$ cat config.mk
export PLATFORM = sky130hd
export DESIGN_NAME = i2c_slave_ctrl
export DESIGN_NICKNAME = d
export VERILOG_FILES = /design/src/rtl/i2c_slave_ctrl.sv
export SDC_FILE = /design/constraint.sdc
export NUM_CORES = 1
export LEC_CHECK = 0
export CAP_MARGIN = 0
export CELL_PAD_IN_SITES_DETAIL_PLACEMENT = 1
export CELL_PAD_IN_SITES_GLOBAL_PLACEMENT = 2
export CORE_AREA = 2 2 102 55
export DETAILED_ROUTE_END_ITERATION = 8
export DIE_AREA = 0 0 104 57
export DONT_BUFFER_PORTS = 1
export PLACE_DENSITY = 0.82
export SYNTH_ARGS = -nofsm -noshare
export SYNTH_HDL_FRONTEND = slang
export SYNTH_SLANG_ARGS = --single-unit
$ cat constraint.sdc
create_clock -name clk -period 5.82 [get_ports clk]
set_input_delay 1.746 -clock clk [delete_from_list [all_inputs] [get_ports clk]]
set_output_delay 1.746 -clock clk [all_outputs]
set_load 0.02 [all_outputs]
$ cat src/rtl/i2c_slave_ctrl.sv
// I2C slave transaction controller: START/STOP detection, 7-bit address match,
// slave ACK generation and byte shifting between the bus and a byte-stream interface.
module i2c_slave_ctrl #(
  parameter logic [6:0] SLAVE_ADDR = 7'h50
) (
  input  logic       clk,
  input  logic       rst_n,
  input  logic       scl_i,
  input  logic       sda_i,
  output logic       sda_o,
  output logic [7:0] rx_data,
  output logic       rx_valid,
  output logic       tx_req,
  input  logic [7:0] tx_data,
  output logic       start_det,
  output logic       stop_det,
  output logic       addr_match,
  output logic       rw,
  output logic       nack_det,
  output logic       busy
);

  typedef enum logic [2:0] {
    StIdle, StAddr, StAddrAck, StRxData, StRxAck, StTxData, StTxAck, StWaitStop
  } state_e;

  logic scl_s1, scl_s2, scl_h;
  logic sda_s1, sda_s2, sda_h;

  state_e     state_q, state_d;
  logic [2:0] cnt_q, cnt_d;
  logic [7:0] shreg_q, shreg_d;
  logic [7:0] rx_data_q, rx_data_d;
  logic       sda_q, sda_d;
  logic       ack_q, ack_d;
  logic       rw_q, rw_d;
  logic       busy_q, busy_d;
  logic       start_q, start_d, stop_q, stop_d, match_q, match_d;
  logic       rxv_q, rxv_d, txreq_q, txreq_d, nack_q, nack_d;

  logic       scl_rise, scl_fall, sda_rise, sda_fall, start_cond, stop_cond;
  logic [7:0] byte_in;

  // Idle bus level is high, so reset the synchronizers to 1 to avoid false edges.
  always_ff @(posedge clk) begin
    if (!rst_n) begin
      {scl_s1, scl_s2, scl_h} <= 3'b111;
      {sda_s1, sda_s2, sda_h} <= 3'b111;
    end else begin
      {scl_s1, scl_s2, scl_h} <= {scl_i, scl_s1, scl_s2};
      {sda_s1, sda_s2, sda_h} <= {sda_i, sda_s1, sda_s2};
    end
  end

  assign scl_rise   = scl_s2 & ~scl_h;
  assign scl_fall   = ~scl_s2 & scl_h;
  assign sda_rise   = sda_s2 & ~sda_h;
  assign sda_fall   = ~sda_s2 & sda_h;
  assign start_cond = sda_fall & scl_s2 & scl_h;
  assign stop_cond  = sda_rise & scl_s2 & scl_h;
  assign byte_in    = {shreg_q[6:0], sda_s2};

  always_comb begin
    state_d   = state_q;
    cnt_d     = cnt_q;
    shreg_d   = shreg_q;
    rx_data_d = rx_data_q;
    sda_d     = sda_q;
    ack_d     = ack_q;
    rw_d      = rw_q;
    busy_d    = busy_q;
    start_d   = 1'b0;
    stop_d    = 1'b0;
    match_d   = 1'b0;
    rxv_d     = 1'b0;
    txreq_d   = 1'b0;
    nack_d    = 1'b0;

    if (stop_cond) begin
      state_d = StIdle;
      sda_d   = 1'b1;
      busy_d  = 1'b0;
      stop_d  = 1'b1;
      cnt_d   = 3'd0;
      ack_d   = 1'b0;
    end else if (start_cond) begin
      state_d = StAddr;
      sda_d   = 1'b1;
      start_d = 1'b1;
      cnt_d   = 3'd0;
      ack_d   = 1'b0;
    end else begin
      unique case (state_q)
        StIdle, StWaitStop: sda_d = 1'b1;
        StAddr: begin
          if (scl_rise) begin
            shreg_d = byte_in;
            cnt_d   = cnt_q + 3'd1;
            if (cnt_q == 3'd7) begin
              if (byte_in[7:1] == SLAVE_ADDR) begin
                rw_d    = byte_in[0];
                match_d = 1'b1;
                busy_d  = 1'b1;
                ack_d   = 1'b0;
                state_d = StAddrAck;
              end else begin
                busy_d  = 1'b0;
                state_d = StWaitStop;
              end
            end
          end
        end
        StAddrAck: begin
          // ack_q marks that the ACK bit is on the bus; the next fall ends it.
          if (scl_rise && ack_q && rw_q) txreq_d = 1'b1;
          if (scl_fall) begin
            if (!ack_q) begin
              sda_d = 1'b0;
              ack_d = 1'b1;
            end else begin
              ack_d = 1'b0;
              cnt_d = 3'd0;
              if (rw_q) begin
                shreg_d = tx_data;
                sda_d   = tx_data[7];
                state_d = StTxData;
              end else begin
                sda_d   = 1'b1;
                state_d = StRxData;
              end
            end
          end
        end
        StRxData: begin
          if (scl_rise) begin
            shreg_d = byte_in;
            cnt_d   = cnt_q + 3'd1;
            if (cnt_q == 3'd7) begin
              rx_data_d = byte_in;
              rxv_d     = 1'b1;
              ack_d     = 1'b0;
              state_d   = StRxAck;
            end
          end
        end
        StRxAck: begin
          if (scl_fall) begin
            if (!ack_q) begin
              sda_d = 1'b0;
              ack_d = 1'b1;
            end else begin
              sda_d   = 1'b1;
              ack_d   = 1'b0;
              cnt_d   = 3'd0;
              state_d = StRxData;
            end
          end
        end
        StTxData: begin
          if (scl_fall) begin
            if (cnt_q == 3'd7) begin
              sda_d   = 1'b1;
              cnt_d   = 3'd0;
              ack_d   = 1'b0;
              state_d = StTxAck;
            end else begin
              shreg_d = {shreg_q[6:0], 1'b0};
              sda_d   = shreg_q[6];
              cnt_d   = cnt_q + 3'd1;
            end
          end
        end
        StTxAck: begin
          if (scl_rise) begin
            if (!sda_s2) begin
              txreq_d = 1'b1;
              ack_d   = 1'b1;
            end else begin
              nack_d  = 1'b1;
              sda_d   = 1'b1;
              state_d = StWaitStop;
            end
          end else if (scl_fall && ack_q) begin
            shreg_d = tx_data;
            sda_d   = tx_data[7];
            cnt_d   = 3'd0;
            ack_d   = 1'b0;
            state_d = StTxData;
          end
        end
        default: state_d = StIdle;
      endcase
    end
  end

  always_ff @(posedge clk) begin
    if (!rst_n) begin
      state_q   <= StIdle;
      cnt_q     <= 3'd0;
      shreg_q   <= 8'd0;
      rx_data_q <= 8'd0;
      sda_q     <= 1'b1;
      ack_q     <= 1'b0;
      rw_q      <= 1'b0;
      busy_q    <= 1'b0;
      start_q   <= 1'b0;
      stop_q    <= 1'b0;
      match_q   <= 1'b0;
      rxv_q     <= 1'b0;
      txreq_q   <= 1'b0;
      nack_q    <= 1'b0;
    end else begin
      state_q   <= state_d;
      cnt_q     <= cnt_d;
      shreg_q   <= shreg_d;
      rx_data_q <= rx_data_d;
      sda_q     <= sda_d;
      ack_q     <= ack_d;
      rw_q      <= rw_d;
      busy_q    <= busy_d;
      start_q   <= start_d;
      stop_q    <= stop_d;
      match_q   <= match_d;
      rxv_q     <= rxv_d;
      txreq_q   <= txreq_d;
      nack_q    <= nack_d;
    end
  end

  assign sda_o      = sda_q;
  assign rx_data    = rx_data_q;
  assign rx_valid   = rxv_q;
  assign tx_req     = txreq_q;
  assign start_det  = start_q;
  assign stop_det   = stop_q;
  assign addr_match = match_q;
  assign rw         = rw_q;
  assign nack_det   = nack_q;
  assign busy       = busy_q;

endmodule

==> results list <==
- The internal power of the cells totals 726 uW.
- Total via count in the routed design: 1653
* Total routing resource utilization after global routing: 20.0%
* Number of max-cap violations: 0
- Measured against its own limit, the worst slew margin works out to 36.5%.
- The synthesized design contains 0 enable-type register cells.
- The clock passes through at most 2 buffers.
- Of the post-synthesis cell area, the dominant cell type holds 37.9%.
- For this design, the slowest cell found on the critical path is nor2_1.
* Die X-Extent: 104 microns
- Entering global routing, the biggest net connects 31 pins.
- The mapped netlist covers 1960 sq um.
- Sorting the synthesized cells by how often they occur yields 37 x dfxtp_1, 25 x nor2_1, 21 x mux2i_1.
- The number of global-route vias before repair was 1588.
* Final Cycle Share: 52.5%
- Fill cells: 633
- Data on the critical path arrives at its endpoint at 3.28 ns.
* I/O Buffers: 0
* Start point of the worst hold path: scl_s1$_SDFF_PN1_
- Worst min-delay path category: flip-flop to flip-flop
* Primary FF master, synth: dfxtp_1
- Counting instances, the worst hold path has a depth of 1.
* Placed cell areas: 2000 sq um
- Critical setup path kind: input port to flip-flop
* Congestion Overflow GR: 0
- Part of the power in registers: 30.5%
* Largest voltage drop on the vdd net: 0.000190 V
* Min Tclk post-route: 3.05 ns
- The repair_antennas step left the layout with diodes totalling 0.
* Post-CTS clock slew at the launch and capture registers of the worst setup and hold paths: 0.08 ns
* Total of cells resized after clock tree synthesis: 0
* Total count of hold-check failures in the final report: 0
- Run status: finished clean
- Count of hold-fix buffers inserted at cts: 0
* Largest area contributor in the netlist: dfxtp_1
* Number of clock buffers inserted by TritonCTS: 5
- The tree is rooted in a clkbuf_8.
* Worst-margin pin slew: 0.951 ns
- In this run the worst path has a maximum fanout of 19.
- Antenna violations before repair: 0
- Number of warning messages in the yosys log: 0
- Wire length of the first global-routing pass: 8980 microns
- Worst hold slack after final layout: 0.413 ns
* Synth-to-Final Area Change: 9.40%
- In the post-synthesis netlist, the biggest area contributors are dfxtp_1 38%, mux2i_1 11%, nor2_1 4.8%.
- Effective utilization at floorplan: 38.1%
- Capture instance of the worst register-to-register path: cnt_q[2]$_SDFFE_PP0P_
- TritonCTS built the clock tree.
* Number of nets with antenna violations after routing: 0
- In this run the standard cell core region covers 5130 sq um.
- After routing the design area is 2140 sq um.
* Timing-limited maximum frequency: 0.327 GHz
- Violation count after the first detailed-route iteration: 165
- Average instance area after synthesis: 8.74 sq um
- Fraction of final layout cells sized beyond drive strength 1: 7.24%
- Synthesis instantiated 49 different standard cells from the library.
- #FFs+latches synth: 37
- Sequential element share of the synthesized area: 37.9%
- Counting cells, the worst reg-to-reg path comes to 5.
* RSZ-0062 raised after global routing: no
* HPWL after DPL: 4050 microns
- Net count of the mapped netlist: 242
- Clock sinks: 37
* Final-report setup violation count: 0
* Final weighted congestion in routability-driven placement: 0.834
* Placed Instances: 286
- Register-to-register path setup slack: 3.44 ns
* DRC viols: 0
* Most frequent cell after synthesis: dfxtp_1
- STA puts the critical path data required time at 6.05 ns.
- The critical path goes through clkinv_1 -> nor2_1 -> o21ai_0 -> mux2i_1.
- Clock group share of total power: 21.9%
- Detailed-routing iteration count for the pre-antenna-repair pass: 4
- For this run, the slowest stage of the critical path takes 0.76 ns.
* H-tree depth: 2
- Logic pwr share: 47.6%
* Vias per cell: 5.62
- The initialized floorplan defines 19 standard-cell rows.
* Net switching power of the design: 527 uW
- Clock skew on the completed layout was measured at 0.00404 ns.
- STA classifies the critical path endpoint as a flip-flop.
- Buffers inserted by post-CTS timing repair: 0
* Sum Neg Setup Slack: 0 ns
- At the later pin of the worst-skew pair, clock insertion delay measures 0.29 ns.
- Switch share: 42.0%
- Final Max Slew Viols: 0
* Beginning of the worst register-to-register path: state_q[2]$_SDFFE_PP0P_
* Layout net count: 238
- Wires add up to 5510 microns.
* I/O pin total: 29
- Total Die Area: 5930 sq um
* Worst slack after detailed placement: 2.44 ns
* Fin cells: 294
* Setup WS post-layout: 2.77 ns
* Lkg Pwr: 0.846 nW
* Post-synthesis async set-or-reset flop share: 0%
* WL per Instance: 18.7 microns
- The path with the worst hold slack has its endpoint at scl_s2$_SDFF_PN1_.
* Number of instances in the synthesized netlist: 224
- For this design the ratio of total power to cell area is 585 nW/um^2.
* Floorplan die height: 57 microns
- The worst setup path is launched from an input port.
-- through the flow --
| step | power (mW) | utilization [%] |
|---|---|---|
| 2_1_floorplan | 0.832 | - |
| 3_3_place_gp | 0.966 | 39.0 |
| 3_5_place_dp | 0.970 | 39.0 |
| 4_1_cts | 1.25 | 41.7 |
| 5_1_grt | 1.34 | 41.7 |
| 6_report | 1.25 | 41.7 |
-- layout by cell type (no fill, tap or decap), drive strengths merged, types with 3 or more instances in the layout --
cell | netlist | routed
dfxtp | 37 | 37
nor2 | 26 | 26
mux2i | 21 | 21
nand2 | 17 | 17
nand2b | 12 | 12
o21ai | 11 | 11
a21oi | 10 | 10
nor2b | 7 | 7
a311oi | 7 | 7
nand3 | 6 | 6
ha | 6 | 6
inv | 5 | 6
clkbuf | 5 | 5
or3 | 4 | 4
a31oi | 3 | 3
nor3 | 3 | 3
-- worst max-delay path: cells and delay by family --
family                 cells  cell delay (ns)
buffers and inverters      1             0.41
AO/OA/AOI/OAI              1             0.20
multiplexers               1             0.15
AND/OR/NAND/NOR            1             0.76
-- layout make-up --
cell class                      count  area (sq um)  share of cell area, %
Clock buffer                        5          68.8                   3.21
Clock inverter                      3          68.8                   3.21
Inverter                            6          22.5                   1.05
Multi-Input combinational cell    169          1140                   53.3
Sequential cell                    37           741                   34.6
Tap cell                           73          91.3                   4.27
Timing Repair Buffer                1          7.51                  0.351
-- per-layer routing --
layer / vias up / part of all wire (%) / global-route usage [%] / wire [microns]
li1: 813 / - / - / -
met1: 787 / 54 / 32.5 / 2980
met2: 48 / 37 / 24.6 / 2030
met3: 5 / 8.2 / 5.94 / 454
met4: 0 / 0.80 / 4.63 / 44
met5: - / 0 / 0 / 0
-- sequential cells by signal, summed over array words and instances, names as in the netlist, 3 cells and up --
| signal | cells |
|---|---|
| rx_data | 8 |
| state_q | 3 |
| shreg_q | 7 |
| cnt_q | 3 |
-- how the worst max path moves through the flow --
stage                     startpoint                       to  cells past startpoint
after floorplan                rst_n  state_q[1]$_SDFFE_PP0P_                      6
after global placement         rst_n  state_q[1]$_SDFFE_PP0P_                      4
after detailed placement       rst_n  state_q[1]$_SDFFE_PP0P_                      4
after CTS                      rst_n  state_q[1]$_SDFFE_PP0P_                      4
after global routing           rst_n  state_q[1]$_SDFFE_PP0P_                      4
final                          rst_n  state_q[1]$_SDFFE_PP0P_                      4
-- cells by family (layout without fill, tap and decap cells) --
logic type / after synthesis / after routing / synth area share (%)
compound gates: 53 / 53 / 19.8
simple gates: 88 / 88 / 23.5
fa+ha+maj: 6 / 6 / 3.84
mux: 21 / 21 / 10.7
flops: 37 / 37 / 37.9
xor+xnor: 1 / 1 / 0.448
buf+inv: 18 / 15 / 3.84
-- power groups by stage --
stage          registers (mW)  clock network (mW)  logic, mW
2_1_floorplan           0.340                   0      0.492
3_3_place_gp            0.386                   0      0.580
3_5_place_dp            0.387                   0      0.583
4_1_cts                 0.381               0.283      0.587
5_1_grt                 0.394               0.292      0.658
6_report                0.382               0.274      0.596
Note: power is estimated with default switching activity, not from simulation.
==> RTL change 1 (same flow settings) <==
Reset style: asynchronous (`rst_n`), changed in 2 clocked blocks.
--- a/src/rtl/i2c_slave_ctrl.sv
+++ b/src/rtl/i2c_slave_ctrl.sv
@@ -42,7 +42,7 @@
   logic [7:0] byte_in;
 
   // Idle bus level is high, so reset the synchronizers to 1 to avoid false edges.
-  always_ff @(posedge clk) begin
+  always_ff @(posedge clk or negedge rst_n) begin
     if (!rst_n) begin
       {scl_s1, scl_s2, scl_h} <= 3'b111;
       {sda_s1, sda_s2, sda_h} <= 3'b111;
@@ -193,7 +193,7 @@
     end
   end
 
-  always_ff @(posedge clk) begin
+  always_ff @(posedge clk or negedge rst_n) begin
     if (!rst_n) begin
       state_q   <= StIdle;
       cnt_q     <= 3'd0;
Behaviour: differs if rst_n is asserted again (counterexample within 4 cycles, from zero or initial values and one cycle with rst_n low); with rst_n held inactive, the same outputs for 10 cycles.
==> RTL change 1 against the unedited design <==
Sequential cell count stayed put; synthesized area is 8.0% higher; power is 14% lower; via count is 9.7% lower; clock skew is 2.6 ps higher; wire length is 9.0% lower; combinational power is 24% lower; cell area is 2.6% higher; worst setup slack better by 400 ps; largest cell class unchanged; largest power group unchanged.
==> RTL change 1: results (changes against the unedited design) <==
largest net degree at the start of global routing 38 (+23%); drt wl/cell 19.1 um (+2.2%); first-pass GRT wire length 8170 um (-9.1%); post-DR vias/cell 5.70 (+1.4%); critical path arrival 910 ps (-2370 ps); Mapped Cells 194 (-13%); layout cells sized above 1 26.5% (+19 points); CTS-repair resized insts 0 (unchanged); top cells by count, synth dfrtp_1, mux2_2, nor2_1, nand2_1, o21ai_0; Filler Cells Inserted 581 (-8.2%); placed instance area 2110 um2 (+5.5%); vias in the first global route 1470 (-7.4%); outcome completed; Synth warnings 0 (unchanged); Finished Layout Cells 262 (-11%); CTS root buf clkbuf_8; Total GRT Usage 18.1% (-1.9 points); Reg clk slew, reported paths 70 ps; Final GP Congestion 0.946 (+13%); Post-DP HPWL 3690 um (-8.8%); skew final 6.67 ps (+2.63 ps); CTS HTree Levels 2 (unchanged); TritonRoute pass-1 iters 4 (unchanged); Synthesized Nets 208 (-14%); Buffers on Ports 0 (unchanged); unique cell type count in the Yosys netlist 53 (+8.2%); setup bufs post-CTS 0 (unchanged); dpl cells 254 (-11%); Lkg Pwr 0.935 nW (+11%); Final nets 202 (-15%); sequential share of the synthesized area 44.2% (+6.4 points); FF-to-FF setup slack 3490 ps (+50 ps); Max IR drop VDD 180 uV (-5.2%); Clk Latency, worst-skew pair 290 ps (about the same); Largest register FFs 8 (unchanged); clock buffer depth 2 (unchanged); Least-Margin Pin Slew 845 ps (-105 ps); initial antenna violation count 0 (unchanged); 1st-iter DRT viols 129 (-22%); Diodes inserted 0 (unchanged); Async S/R FF share, synth 100% (+100 points); CTS buffer count 5 (unchanged); top post-synthesis cells by area dfrtp_1, dfstp_2, mux2_2; Worst Hold Class reg2reg; crit-path max FO 2 (-17); sw power 429 uW (-19%)
==> RTL change 1: changes by cell type after synthesis, moves of 6 or more <==
cell,unedited run,this run
dfrtp_1,0,30
nand2b_1,12,4
mux2i_1,21,6
mux2_4,0,8
dfstp_2,0,7
nand2_1,17,11
dfxtp_1,37,0
nor2_1,25,16
mux2_2,0,16
a311oi_1,7,0
==> RTL change 1: area by class of cell <==
| cell class | instances | share of cell area [%] |
|---|---|---|
| multi-input cells | 138 | 48.5 |
| clock inverters | 2 | 0.456 |
| well taps | 73 | 4.16 |
| inverters | 6 | 1.03 |
| flip-flops and latches | 37 | 42.6 |
| clock buffers | 6 | 3.30 |
==> RTL change 1: final timing paths <==
path,end,cells after the start,start
max in group asynchronous,sda_s1,0,rst_n
min in group asynchronous,rx_data[1],0,rst_n
setup reg to reg,state_q[0],5,state_q[1]
setup / recovery,sda_o,0,sda_o
hold reg to reg,scl_s2,0,scl_s1
hold / removal,scl_s2,0,scl_s1
==> RTL change 1: per-layer routing <==
| metal | wire length [um] | GRT usage [%] | vias to the layer above |
|---|---|---|---|
| met5 | 0 | 0 | - |
| met4 | 44 | 5.21 | 0 |
| met3 | 406 | 5.14 | 7 |
| met2 | 2100 | 24.3 | 44 |
| met1 | 2470 | 27.9 | 751 |
| li1 | - | - | 691 |
==> RTL change 1: power groups by stage <==
stage	Combinational, mW	Sequential, mW	Clock [mW]
2_1_floorplan	0.468	0.355	0
3_3_place_gp	0.434	0.442	0
3_5_place_dp	0.453	0.449	0
4_1_cts	0.456	0.444	0.177
5_1_grt	0.496	0.460	0.192
6_report	0.453	0.446	0.175
==> RTL change 1: cell families (layout without fill, tap and decap cells) <==
kind of cell             Yosys count  count (layout)  share of synthesized area (%)
flip-flops                        37              37                           44.2
XOR/XNOR                           2               2                          0.829
adder cells (fa/ha/maj)            2               2                           1.18
AND/OR/NAND/NOR                   65              65                           18.1
multiplexers                      30              30                           17.1
buffers and inverters             19              14                           5.39
AO/OA/AOI/OAI                     39              39                           13.2
==> RTL change 1: metrics by stage <==
stage	worst slack (ps)	hold slack (ps)	util, %
finish	3170	358	42.8
global route	3150	359	42.8
CTS	3160	358	42.8
detailed placement	3380	347	41.2
global placement	3440	348	41.2
floorplan	3460	345	-
==> RTL change 2 (config.mk and constraints unchanged) <==
Made on the original files. Re-encode `state_e` (8 states) as one-hot, 8 bits wide.
--- a/src/rtl/i2c_slave_ctrl.sv
+++ b/src/rtl/i2c_slave_ctrl.sv
@@ -20,8 +20,8 @@
   output logic       busy
 );
 
-  typedef enum logic [2:0] {
-    StIdle, StAddr, StAddrAck, StRxData, StRxAck, StTxData, StTxAck, StWaitStop
+  typedef enum logic [7:0] {
+    StIdle = 8'b00000001, StAddr = 8'b00000010, StAddrAck = 8'b00000100, StRxData = 8'b00001000, StRxAck = 8'b00010000, StTxData = 8'b00100000, StTxAck = 8'b01000000, StWaitStop = 8'b10000000
   } state_e;
 
   logic scl_s1, scl_s2, scl_h;
Function: same outputs for any inputs over 10 cycles, from zero or initial values and one cycle with rst_n low; not proved beyond that.
==> RTL change 2 against the unedited design <==
Critical path depth is 4 lower; synthesized area is 14% higher; wire length is 11% higher; die area stayed put; cell area is 10% higher; first-iteration DRC count is 58% lower; sequential cell count is 5 higher; worst setup slack better by 450 ps; via count is 9.8% higher; highest routed layer unchanged.
Power is not compared: it rests on default switching activity, and its combinational part moved more than twofold at a synthesized area within 25%.
==> RTL change 2: results (changes against the unedited design) <==
outcome completed; first-pass GRT wire length 9670 um (+7.7%); Lkg Pwr 0.928 nW; Filler Cells Inserted 609 (-3.8%); sequential share of the synthesized area 37.8% (-0.099 points); crit-path max FO 6 (-13); Worst Hold Class reg2reg; top post-synthesis cells by area dfxtp_1, mux2i_1, nor2_1; post-DR vias/cell 5.69 (+1.2%); CTS buffer count 5 (unchanged); top cells by count, synth dfxtp_1, nor2_1, mux2i_1, nand2_1; Max IR drop VDD 145 uV; max-capacitance violation count 0 (unchanged); CTS-repair resized insts 0 (unchanged); Final GP Congestion 0.883 (+5.9%); drt wl/cell 19.1 um (+2.0%); Post-Route M1 WL 3490 um (+17%); Buffers on Ports 0 (unchanged); layout cells sized above 1 11.0% (+3.7 points); Synth warnings 0 (unchanged); Total GRT Usage 21.4% (+1.4 points); unique cell type count in the Yosys netlist 59 (+20%); Critical Path Source rw; vias in the first global route 1705 (+7.4%); Post-DP HPWL 4590 um (+13%); Reg clk slew, reported paths 90 ps; CTS root buf clkbuf_8; Met2 Wirelength 2240 um (+9.9%); initial antenna violation count 0 (unchanged); Slew HR 47.4% (+11 points); placed instance area 2250 um2 (+12%); hold_sp sda_s1; 1st-iter DRT viols 70 (-58%); skew final 11.6 ps (+7.53 ps); Async S/R FF share, synth 0% (unchanged); Met3 Routed Length 355 um (-22%); setup bufs post-CTS 0 (unchanged); Clk Latency, worst-skew pair 300 ps; largest net degree at the start of global routing 20 (-35%); Final nets 259 (+8.8%); Int Pwr 429 uW; Clock power frac 41.9%; TritonRoute pass-1 iters 4 (unchanged); Synthesized Nets 266 (+9.9%); critical path arrival 860 ps (-2420 ps); Reg-to-Reg Start state_q[5]
-- RTL change 2: cell types whose count changed after synthesis, sizes merged, moves of 4 or more --
cell	unedited run	this run
mux2	0	6
a311oi	7	2
xor2	0	4
nor2	26	34
ha	6	2
nor2b	7	2
dfxtp	37	42
nor4	1	6
clkbuf	5	11
-- RTL change 2: logic make-up (layout without fill, tap and decap cells) --
logic type | after synthesis | count (layout) | synth area share [%]
buffers and inverters | 18 | 12 | 4.10
flip-flops | 42 | 42 | 37.8
AND/OR/NAND/NOR | 116 | 116 | 29.2
XOR/XNOR | 5 | 5 | 1.97
adder cells (fa/ha/maj) | 2 | 2 | 1.12
multiplexers | 26 | 26 | 12.0
AO/OA/AOI/OAI | 43 | 43 | 13.9
-- RTL change 2: power groups by stage --
| stage | combinational (mW) | sequential [mW] | clock (mW) |
|---|---|---|---|
| after global placement | 0.0275 | 0.301 | 0 |
| after global routing | 0.0306 | 0.295 | 0.248 |
| after detailed placement | 0.0276 | 0.301 | 0 |
| final | 0.0285 | 0.294 | 0.232 |
| after floorplan | 0.0230 | 0.298 | 0 |
| after CTS | 0.0281 | 0.294 | 0.238 |
-- RTL change 2: cell type report --
| type | instances | area [um2] | area share, % |
|---|---|---|---|
| multi-input combinational | 192 | 1290 | 55.0 |
| sequential | 42 | 841 | 35.7 |
| tap | 73 | 91.3 | 3.88 |
| clock buffer | 6 | 72.6 | 3.08 |
| clock inverter | 2 | 37.5 | 1.59 |
| inverter | 3 | 11.3 | 0.478 |
| timing repair buffer | 1 | 7.51 | 0.319 |
-- RTL change 2: worst reg2reg max path: stages, from the launching register on --
cell     delay [ps]
dfxtp_1         710
or4b_1          550
or2_1           350
nand2_1         270
mux2_2          380
mux2i_1         150
nor2_1           50
-- RTL change 2: per-layer routing --
metal  up-vias  track usage, %
met4         0            3.67
met3         2            5.94
li1        887               -
met1       882            36.1
met2        44            25.8
met5         -               0
-- RTL change 2: worst paths after layout --
path	endpoint	slack [ps]	cells past startpoint
worst min register to register	sda_s2	420	1
worst max register to register	shreg_q[2]	3240	6
worst min-delay path	sda_s2	420	1
worst max-delay path	rw	3220	0
-- RTL change 2: stage by stage --
stage,hold slack [ps],instances,setup slack (ps)
finish,415,319,3220
global route,436,319,3080
CTS,422,319,3210
detailed placement,402,311,3110
global placement,390,311,3150
floorplan,386,252,3450
